===== src/rtl/pulse_counter_pkg.sv =====
// Shared types and constants for the push-button pulse counter.
package pulse_counter_pkg;

    // Behaviour at the count limits.
    typedef enum logic {
        CNT_WRAP = 1'b0,
        CNT_SAT  = 1'b1
    } cnt_mode_e;

    // Depth of the metastability synchroniser on each button.
    localparam int SYNC_STAGES = 2;

    // Default number of stable synchronised samples to accept a level change.
    localparam int DEFAULT_DEBOUNCE_CYCLES = 4;

endpackage


===== src/rtl/pulse_counter_n_debounce_pulse.sv =====
// One button input path: invert, synchronise, debounce, then emit a single
// pulse for each accepted press. Releases never pulse.
module debounce_pulse
    import pulse_counter_pkg::*;
#(
    parameter int DEBOUNCE_CYCLES = DEFAULT_DEBOUNCE_CYCLES
) (
    input  logic clk,
    input  logic reset,
    input  logic n_in,
    output logic pulse
);

    localparam int SC_W = $clog2(DEBOUNCE_CYCLES + 1);
    localparam logic [SC_W-1:0] SC_LAST = SC_W'(DEBOUNCE_CYCLES - 1);

    logic [SYNC_STAGES-1:0] sync_q;
    logic                   s;
    logic                   deb;
    logic                   deb_q;
    logic [SC_W-1:0]        sc;

    assign s = sync_q[SYNC_STAGES-1];

    // Synchroniser chain; the button is inverted so 1 means "pressed".
    always_ff @(posedge clk or posedge reset) begin
        if (reset) begin
            sync_q <= '0;
        end else begin
            sync_q <= {sync_q[SYNC_STAGES-2:0], ~n_in};
        end
    end

    // Accept a new level only after it has differed from deb for
    // DEBOUNCE_CYCLES consecutive samples; any return to deb restarts the count.
    always_ff @(posedge clk or posedge reset) begin
        if (reset) begin
            deb <= 1'b0;
            sc  <= '0;
        end else if (s == deb) begin
            sc <= '0;
        end else if (sc == SC_LAST) begin
            deb <= s;
            sc  <= '0;
        end else begin
            sc <= sc + 1'b1;
        end
    end

    // Delayed copy of the debounced level for rising-edge detection.
    always_ff @(posedge clk or posedge reset) begin
        if (reset) begin
            deb_q <= 1'b0;
        end else begin
            deb_q <= deb;
        end
    end

    assign pulse = deb & ~deb_q;

endmodule


===== src/rtl/pulse_counter_n.sv =====
// Up/down event counter fed by two debounced active-low buttons, with
// synchronous clamped load, boundary flags and a one-cycle wrap pulse.
module pulse_counter_n
    import pulse_counter_pkg::*;
#(
    parameter int WIDTH           = 4,
    parameter int MAX_COUNT       = 2**WIDTH - 1,
    parameter int DEBOUNCE_CYCLES = DEFAULT_DEBOUNCE_CYCLES,
    parameter int SATURATE        = 0
) (
    input  logic             clk,
    input  logic             reset,
    input  logic             n_up,
    input  logic             n_down,
    input  logic             load_en,
    input  logic [WIDTH-1:0] load_val,
    output logic [WIDTH-1:0] count,
    output logic             at_min,
    output logic             at_max,
    output logic             wrap_evt
);

    localparam logic [WIDTH-1:0] MAX_V  = WIDTH'(MAX_COUNT);
    localparam cnt_mode_e        MODE   = (SATURATE != 0) ? CNT_SAT : CNT_WRAP;

    logic             up_p;
    logic             down_p;
    logic [WIDTH-1:0] load_clamped;

    debounce_pulse #(
        .DEBOUNCE_CYCLES(DEBOUNCE_CYCLES)
    ) u_up (
        .clk   (clk),
        .reset (reset),
        .n_in  (n_up),
        .pulse (up_p)
    );

    debounce_pulse #(
        .DEBOUNCE_CYCLES(DEBOUNCE_CYCLES)
    ) u_down (
        .clk   (clk),
        .reset (reset),
        .n_in  (n_down),
        .pulse (down_p)
    );

    // Loads above the limit are clamped to the limit.
    assign load_clamped = (load_val > MAX_V) ? MAX_V : load_val;

    // Counter update: load beats pulses, simultaneous pulses cancel,
    // then a single pulse steps, wraps or saturates at the limits.
    always_ff @(posedge clk or posedge reset) begin
        if (reset) begin
            count    <= '0;
            wrap_evt <= 1'b0;
        end else begin
            wrap_evt <= 1'b0;
            if (load_en) begin
                count <= load_clamped;
            end else if (up_p && down_p) begin
                count <= count;
            end else if (up_p) begin
                if (count < MAX_V) begin
                    count <= count + 1'b1;
                end else if (MODE == CNT_WRAP) begin
                    count    <= '0;
                    wrap_evt <= 1'b1;
                end
            end else if (down_p) begin
                if (count > '0) begin
                    count <= count - 1'b1;
                end else if (MODE == CNT_WRAP) begin
                    count    <= MAX_V;
                    wrap_evt <= 1'b1;
                end
            end
        end
    end

    assign at_min = (count == '0);
    assign at_max = (count == MAX_V);

endmodule


===== config.mk =====
export PLATFORM = sky130hd
export DESIGN_NAME = pulse_counter_n
export DESIGN_NICKNAME = d
export VERILOG_FILES = /design/src/rtl/pulse_counter_pkg.sv /design/src/rtl/pulse_counter_n_debounce_pulse.sv /design/src/rtl/pulse_counter_n.sv
export SDC_FILE = /design/constraint.sdc
export NUM_CORES = 1
export LEC_CHECK = 0
export BUFFER_PORTS_ARGS = -buffer_cell sky130_fd_sc_hd__clkbuf_2
export CAP_MARGIN = 20
export CELL_PAD_IN_SITES_DETAIL_PLACEMENT = 0
export CELL_PAD_IN_SITES_GLOBAL_PLACEMENT = 1
export CORE_MARGIN = 1
export CORE_UTILIZATION = 42
export DETAILED_ROUTE_END_ITERATION = 6
export HOLD_SLACK_MARGIN = 0.15
export PLACE_DENSITY = 0.75
export SYNTH_ARGS = -nofsm -noshare
export SYNTH_HDL_FRONTEND = slang
export SYNTH_HIERARCHICAL = 1
export SYNTH_SLANG_ARGS = --single-unit
export TNS_END_PERCENT = 20

===== constraint.sdc =====
create_clock -name clk -period 2.1 [get_ports clk]
set_input_delay 0.315 -clock clk [delete_from_list [all_inputs] [get_ports clk]]
set_output_delay 0.315 -clock clk [all_outputs]
set_load 0.05 [all_outputs]

# After elaboration in Yosys (flattened, before gate mapping)
# Index checks and enable logic that the tools add are counted.
[op_classes]
eq_ne = 6
bitwise = 8
reduce_logical = 6
add_sub_neg = 4
mux = 17
magnitude_cmp = 3
[op_table]
columns = ["cell", "n"]
rows = [
  ["$mux W4", 7],
  ["$mux W3", 4],
  ["$add A3 B1 Y3 const B", 2],
  ["$eq A3 B2 Y1 const B", 2],
  ["$mux W1", 6],
  ["$not A1 Y1", 6],
  ["$reduce_and A2 Y1", 3],
  ["$add A4 B1 Y4 const B", 1],
  ["$eq A4 B4 Y1 const B", 1],
  ["$gt A4 B1 Y1 const B", 1],
  ["$gt A4 B4 Y1 const B", 1],
  ["$logic_not A4 Y1", 1],
  ["$lt A4 B4 Y1 const B", 1],
  ["$sub A4 B1 Y4 const B", 1],
  ["$reduce_bool A3 Y1", 1],
  ["$and A1 B1 Y1", 2],
  ["$eq A1 B1 Y1", 2],
  ["$ne A2 B2 Y1 const B", 1],
  ["$logic_and A1 B1 Y1", 1],
]
[totals]
in_bits = 9
ff_bits = 19
out_inout_bits = 7
elab_cells = 54

# Logic depth before layout (Yosys ltp)
# Gate-level depths: netlist (run 1).
[logic_depth]
word_depth = 6
mapped_depth = 7
depth_no_buf = 6

# Modules after synthesis
# The synthesis (run 1) kept the hierarchy.
[by_module_without_submodules]
columns = ["module", "seq_area_each_um2", "cells_each", "area_per_inst_um2", "n_inst"]
rows = [
  ["debounce_pulse", 175.2, 17, 260.2, 2],
  ["pulse_counter_n", 125.1, 50, 406.6, 1],
]

# Worst setup path before layout (run 1)
# No wires, ideal clock.
[synth_timing]
path_kind = "register -> register"
from = "register count[0]"
to = "register wrap_evt"
path_buffers = 1
setup_ps = 79
path_slack_ps = -490
synth_period_minus_slack_ps = 2590
required_time_ps = 2021
t_arrival_ps = 2510
stages_incl_launch_ff = 7
path_cell_list = "dfrtp_1 buf_6 inv_1 ha_1 nor3b_1 a22oi_1 nor2_1"
[synth_between]
elab_chain_cells = 6
[synth_lines]
columns = ["item", "line_no", "source"]
rows = [
  ["start, declared", "pulse_counter_n.sv:17", "output logic [WIDTH-1:0] count,"],
  ["start signal, assigned", "pulse_counter_n.sv:60", "count <= load_clamped;"],
  ["start signal, assigned", "pulse_counter_n.sv:62", "count <= count;"],
  ["start signal, assigned", "pulse_counter_n.sv:65", "count <= count + 1'b1;"],
  ["$gt A4 B1 Y1", "pulse_counter_n.sv:71", "if (count > '0) begin"],
  ["$mux W1", "pulse_counter_n.sv:71", ""],
  ["$mux W1", "pulse_counter_n.sv:70", "end else if (down_p) begin"],
  ["$mux W1 (*)", "pulse_counter_n.sv:63", "end else if (up_p) begin"],
  ["$mux W1 (*)", "pulse_counter_n.sv:61", "end else if (up_p && down_p) begin"],
  ["$mux W1 (*)", "pulse_counter_n.sv:59", "if (load_en) begin"],
  ["end signal, assigned", "pulse_counter_n.sv:58", "wrap_evt <= 1'b0;"],
  ["end signal, assigned", "pulse_counter_n.sv:68", "wrap_evt <= 1'b1;"],
  ["end signal, assigned", "pulse_counter_n.sv:75", "wrap_evt <= 1'b1;"],
  ["end, declared", "pulse_counter_n.sv:20", "output logic wrap_evt"],
]
# Every way passes the cells marked *; elsewhere a longest branch is shown, timed or not.
# A chain may end at the register's enable or synchronous reset.

# Final worst setup path (run 1)
[layout_timing]
from = "register count[0]"
to = "output at_min"
[layout_between]
elab_chain_cells = 1
[layout_lines]
columns = ["item", "line_no", "source"]
rows = [
  ["$logic_not A4 Y1", "pulse_counter_n.sv:81", "assign at_min = (count == '0);"],
  ["end, declared", "pulse_counter_n.sv:18", "output logic at_min,"],
]
# Every way passes these cells.

==> qor.txt, run 1 <==
status = finished, final reports clean
initial core utilization = 45.9%
Setup Crit Path Kind = reg -> out
Tmin final = 1930 ps
RSZ-0062 raised after global routing = false
initial antenna violation count = 0
Layout fillers = 214
Synth Flop Type = dfrtp_1
final worst path period share = 91.8%
total chip power = 1.41 mW
Cell Area, Placed = 1020 um^2
Skew-Pair Late Insertion Delay = 290 ps
largest family of logic cells by synthesized area = simple AND/OR/NAND/NOR gates
CTS Hold Bufs = 3
grt total ovfl = 0
detailed-route via count = 657
remaining antenna violation count = 0
FF-to-FF path depth = 5
Worst Tran Pin Value = 475 ps
Gate Count Post-Synth = 84
share of the synthesized area in the top cell type = 51.3%
compound-cell area share of the yosys netlist = 13.2%
Max VDD drop = 0.733 mV
Power Dens Cells = 1310 nW/um^2
share of layout cells above drive strength 1 = 25.2%
detailed-router iteration count before antenna repair = 4
clock root cell = clkbuf_4
Synth area leader = dfrtp_1
post-synthesis adder-cell area fraction = 5.40%
Design Area, Final = 1080 um^2
placer congestion estimate = 0.870
Max Clock Freq = 0.519 GHz
CTS Buffer Depth = 2
Fin. Hold Viols = 0
Core Rows = 16
CP max FO = 11
CTS tree = built
hold depth = 3
CTS Buf Count = 3
Startpoint Class = flop
async set-reset flop share out of synthesis = 100%
Post-Layout Cell Count = 130
Pins Over Slew Limit = 0
DR DRC count = 0
final setup margin = 173 ps
number of port buffers = 15
DRT iter0 DRCs = 10
Die Wd = 49.0 um
Routed WL per cell = 12.0 um
Synth Area in Simple Gates = 18.8%
Antenna diodes = 0
M1 wire length = 746 um
LEAKAGE = 0.529 nW
Synth cell types = 27
Req. time, crit path = 1780 ps
number of global-route vias before repair = 635
Yosys warnings = 6
Min-Delay Path Class = in -> reg
Avg Cell Area, Syn = 11.0 um^2
DP Wirelength = 1150 um
Fin Hold WS = 220 ps
DR vias/cell = 5.05
top sig layer = met4
crit end category = output port
Cells after DPL = 123
slew margin rel. = 68.3%
Core Util, Final = 53.2%
global router's overall resource usage = 14.8%
Clock Skew = 2.96 ps
CORE AREA = 2020 um^2
Area growth syn-to-layout = 16.1%
Setup WS pre-CTS = 269 ps
Syn Std Cell Area = 927 um^2
area of the die = 2400 um^2
CTS Sinks = 19
die height = 49.0 um
Multi-input gate area = 400 um^2
max cap viols = 0
FF/Latch Area = 475 um^2
Mapped Nets = 97
first-pass GRT wire length = 2690 um
Post-synth EDFFs = 0
setup bufs post-CTS = 0
routed wl met2 = 769 um
Seq cells post-synth = 19
post-synthesis sequential area ratio = 51.3%
largest net degree at the start of global routing = 12
Fin Setup TNS = 0 ps
CTS resizes = 0
Setup-failing EPs final = 0
top post-synthesis cells by area = dfrtp_1 51%, ha_1 5.4%, inv_1 3.6%
H-tree levels = 1
Boundary Pins = 16
NumNets Final = 117
Reg clk slew, reported paths = 100 ps
Routed WL = 1560 um
xor/xnor cell area share of the yosys netlist = 2.83%
DR WL met3 = 32 um
mux cell area share after synthesis = 2.43%
arrival time at the worst endpoint = 1610 ps
-- cell families after synthesis --
group                    after synthesis
AND/OR/NAND/NOR                       26
flip-flops                            19
AO/OA/AOI/OAI                         18
buffers and inverters                 12
adder cells (fa/ha/maj)                4
XOR/XNOR                               3
multiplexers                           2
-- placed cells by master, fill, tap and decap left out, drive strengths merged --
cell / count
a211o: 1
a21o: 2
a21oi: 2
a22oi: 3
a31oi: 3
a32oi: 1
and3: 1
clkbuf: 18
clkinv: 1
dfrtp: 19
dlygate4sd3: 3
ha: 4
inv: 9
mux2: 2
nand2: 6
nor2: 3
nor2b: 6
nor3: 3
nor3b: 5
o21ai: 3
o31ai: 2
o32ai: 1
or3b: 1
or4b: 1
xnor2: 3
-- power by group --
part | internal (mW) | switching (mW)
Clock | 0.0707 | 0.106
Combinational | 0.261 | 0.389
Sequential | 0.469 | 0.118
Total | 0.800 | 0.612
-- flip-flops by register name (all words and copies together) (netlist names) --
signal         cells
u_down/sc          3
u_up/deb_q         1
wrap_evt           1
u_down/sync_q      2
u_down/deb_q       1
u_down/deb         1
u_up/sync_q        2
u_up/sc            3
count              4
u_up/deb           1
-- per-layer routing --
layer  vias up  GRT usage (%)
met3         2           2.80
met1       317           18.9
li1        329              -
met5         -              0
met4         0           5.88
met2         9           24.8
-- worst paths after layout --
kind	start	slack [ps]	end
worst max-delay path	count[0]$_DFFE_PP0P_	170	at_min
worst min-delay path	load_val[3]	220	count[3]$_DFFE_PP0P_
worst max register to register	u_up/deb$_DFFE_PP0P_	220	count[2]$_DFFE_PP0P_
worst min register to register	u_up/sync_q[0]$_DFF_PP0_	360	u_up/sync_q[1]$_DFF_PP0_
max in group asynchronous	reset	1390	u_up/sc[0]$_DFF_PP0_
min in group asynchronous	reset	490	count[2]$_DFFE_PP0P_
-- cell type report --
class	instances	share of cell area, %
inverters	9	3.14
clock inverters	1	0.465
flip-flops and latches	19	44.2
multi-input cells	53	37.2
clock buffers	3	2.09
well taps	27	3.14
repair buffers	18	9.77
-- synthesized netlist by cell type, types with 2 or more instances --
master   count
a21o_1       2
a21oi_1      2
a22oi_1      3
a31oi_1      3
dfrtp_1     19
ha_1         4
inv_1        9
mux2_2       2
nand2_1      6
nor2_1       3
nor2b_1      4
nor2b_4      2
nor3_1       3
nor3b_1      3
nor3b_2      2
o21ai_0      3
o31ai_1      2
xnor2_1      3
-- worst max-delay path, stage by stage, from the launching register on --
cell and delay (ps):
dfrtp_1 500, inv_1 100, ha_1 200, nor3b_2 220, clkbuf_2 310
(Power assumes the default switching activity.)
==> run 2, diff against run 1 <==
--- a/config.mk
+++ b/config.mk
@@ -14,6 +14,7 @@
 export DETAILED_ROUTE_END_ITERATION = 6
 export HOLD_SLACK_MARGIN = 0.15
 export PLACE_DENSITY = 0.75
+export SETUP_SLACK_MARGIN = 0.2
 export SYNTH_ARGS = -nofsm -noshare
 export SYNTH_HDL_FRONTEND = slang
 export SYNTH_HIERARCHICAL = 1
==> run 2 against run 1 <==
Against the previous run: first-iteration DRC count rose by 20%; non-clock buffer count did not move; die area did not move; core utilization rose by 0.50 points; sequential share of layout area fell by 0.29 points; clock power fell by 2%; critical path depth did not move; fmax rose by 5.0%; via count fell by 4.3%; clock-buffer cell count did not move; routed wire length fell by 7.1%; critical endpoint unchanged.
==> qor.txt, run 2 (synthesis results as in run 1) <==
status = finished, final reports clean
Reg clk slew, reported paths = 100 ps
area of the die = 2400 um^2
share of layout cells above drive strength 1 = 26.2%
Max Clock Freq = 0.545 GHz
max reg flops = 4
Core Util, Final = 53.7%
Multi-input gate area = 407 um^2
clock power share = 12.2%
Req. time, crit path = 1780 ps
Hold Path Sink = count[3]$_DFFE_PP0P_
FF/Latch Area = 477 um^2
Die Wd = 49.0 um
Routed WL per cell = 11.1 um
Routed WL = 1450 um
hold depth = 3
crit end category = output port
Layout fillers = 207
CORE AREA = 2020 um^2
setup bufs post-CTS = 0
DR DRC count = 0
Power Dens Cells = 1310 nW/um^2
reg-to-reg critical path startpoint = u_up/deb$_DFFE_PP0P_
Pins Over Slew Limit = 0
die height = 49.0 um
global router's overall resource usage = 14.2%
arrival time at the worst endpoint = 1520 ps
NumNets Final = 117
Setup Crit Path Kind = reg -> out
Critical Path Max Stage Delay = 480 ps
initial antenna violation count = 0
Hold Startpoint = load_val[3]
Min-Delay Path Class = in -> reg
DR vias/cell = 4.84
Worst R2R End = count[2]$_DFFE_PP0P_
H-tree levels = 1
commonest non-fill, non-tap cell in the layout = dfrtp_1
remaining antenna violation count = 0
Skew-Pair Late Insertion Delay = 290 ps
CTS tree = built
FF-to-FF path depth = 5
sw frac = 42.8%
grt total ovfl = 0
Boundary Pins = 16
Tmin final = 1830 ps
max cap viols = 0
largest net degree at the start of global routing = 12
CP Cell Sequence = inv_1 > ha_1 > nor3b_4 > clkbuf_4
clock root cell = clkbuf_4
sequential power share = 41.8%
RSZ-0062 raised after global routing = true
Startpoint Class = flop
NetSw = 0.607 mW
slowest CP cell = dfrtp_2
Antenna diodes = 0
leading registers by flop count = count (4), u_down/sc (3), u_up/sc (3)
Top reg by flops = count
Max VDD drop = 0.775 mV
Comb pwr share = 46.0%
Fin. Hold Viols = 0
DP Wirelength = 1150 um
detailed-route via count = 629
DRT iter0 DRCs = 12
first-pass GRT wire length = 2590 um
Setup-failing EPs final = 0
placer congestion estimate = 0.836
r2r setup slk = 360 ps
CTS Sinks = 19
commonest cells after routing, fill and taps aside = 18 x dfrtp_1, 14 x clkbuf_2, 9 x inv_1, 6 x nand2_1
CTS Buffer Depth = 2
initial core utilization = 45.9%
Fin Hold WS = 218 ps
Area growth syn-to-layout = 17.1%
final worst path period share = 87.3%
Fin Setup TNS = 0 ps
CTS Buf Count = 3
Clock Skew = 8.11 ps
detailed-router iteration count before antenna repair = 4
CP max FO = 11
internal power = 0.811 mW
LEAKAGE = 0.532 nW
number of port buffers = 15
number of global-route vias before repair = 639
slew margin rel. = 71.2%
Worst Tran Pin Value = 431 ps
Core Rows = 16
[run 2: cell count changes in the layout (fill, tap and decap cells not counted)]
cell	before	now
clkbuf_2	15	14
clkbuf_4	3	4
dfrtp_1	19	18
dfrtp_2	0	1
nor3b_2	3	2
nor3b_4	0	1
[run 2: what timing repair did]
action                     CTS  global route
resized for setup            1             1
gates cloned                 0             0
setup endpoints to repair    2             3
pin swaps                    0             0
hold endpoints to repair    21             0
hold buffers                 3             0
[run 2: through the flow]
step                      setup WS (ps)  instance area [um^2]  cells  total power, mW
after floorplan                     250                   938     84             1.13
after global placement              325                  1020    123             1.23
after detailed placement            375                  1020    123             1.25
after CTS                           189                  1080    130             1.43
after global routing                180                  1090    130             1.53
final                               266                  1090    130             1.42
[run 2: area by class of cell]
cell class | instances | area share [%]
clock inverter | 1 | 0.461
sequential | 19 | 43.9
multi-input combinational | 53 | 37.4
inverter | 9 | 3.11
clock buffer | 3 | 2.07
tap | 27 | 3.11
timing repair buffer | 18 | 9.91
[run 2: worst max path at each step]
| stage | from | to | slack, ps | depth (start not counted) |
|---|---|---|---|---|
| finish | count[0]$_DFFE_PP0P_ | at_min | 270 | 4 |
| global route | count[0]$_DFFE_PP0P_ | at_min | 180 | 4 |
| CTS | count[0]$_DFFE_PP0P_ | at_max | 190 | 3 |
| detailed placement | u_up/deb$_DFFE_PP0P_ | count[2]$_DFFE_PP0P_ | 380 | 5 |
| global placement | u_up/deb$_DFFE_PP0P_ | count[2]$_DFFE_PP0P_ | 320 | 5 |
| floorplan | count[0]$_DFFE_PP0P_ | at_min | 250 | 4 |
[run 2: power by group through the flow]
| stage | registers, mW | clock network, mW | logic (mW) |
|---|---|---|---|
| finish | 0.592 | 0.173 | 0.652 |
| global route | 0.609 | 0.203 | 0.718 |
| CTS | 0.589 | 0.183 | 0.659 |
| detailed placement | 0.598 | 0 | 0.649 |
| global placement | 0.590 | 0 | 0.644 |
| floorplan | 0.657 | 0 | 0.477 |
[run 2: worst max-delay path: cells and delay by family, from the launching register on]
kind | cells | cell delay (ps)
adder cells (fa/ha/maj) | 1 | 200
buffers and inverters | 2 | 350
flip-flops | 1 | 480
AND/OR/NAND/NOR | 1 | 210
[run 2: layer usage]
metal  global-route usage [%]  share of wire [%]  vias to the layer above
met3                     3.12                3.0                        4
met4                     8.33                1.6                        0
met2                     22.5                 46                       13
li1                         -                  -                      327
met5                        0                  0                        -
met1                     17.7                 49                      285
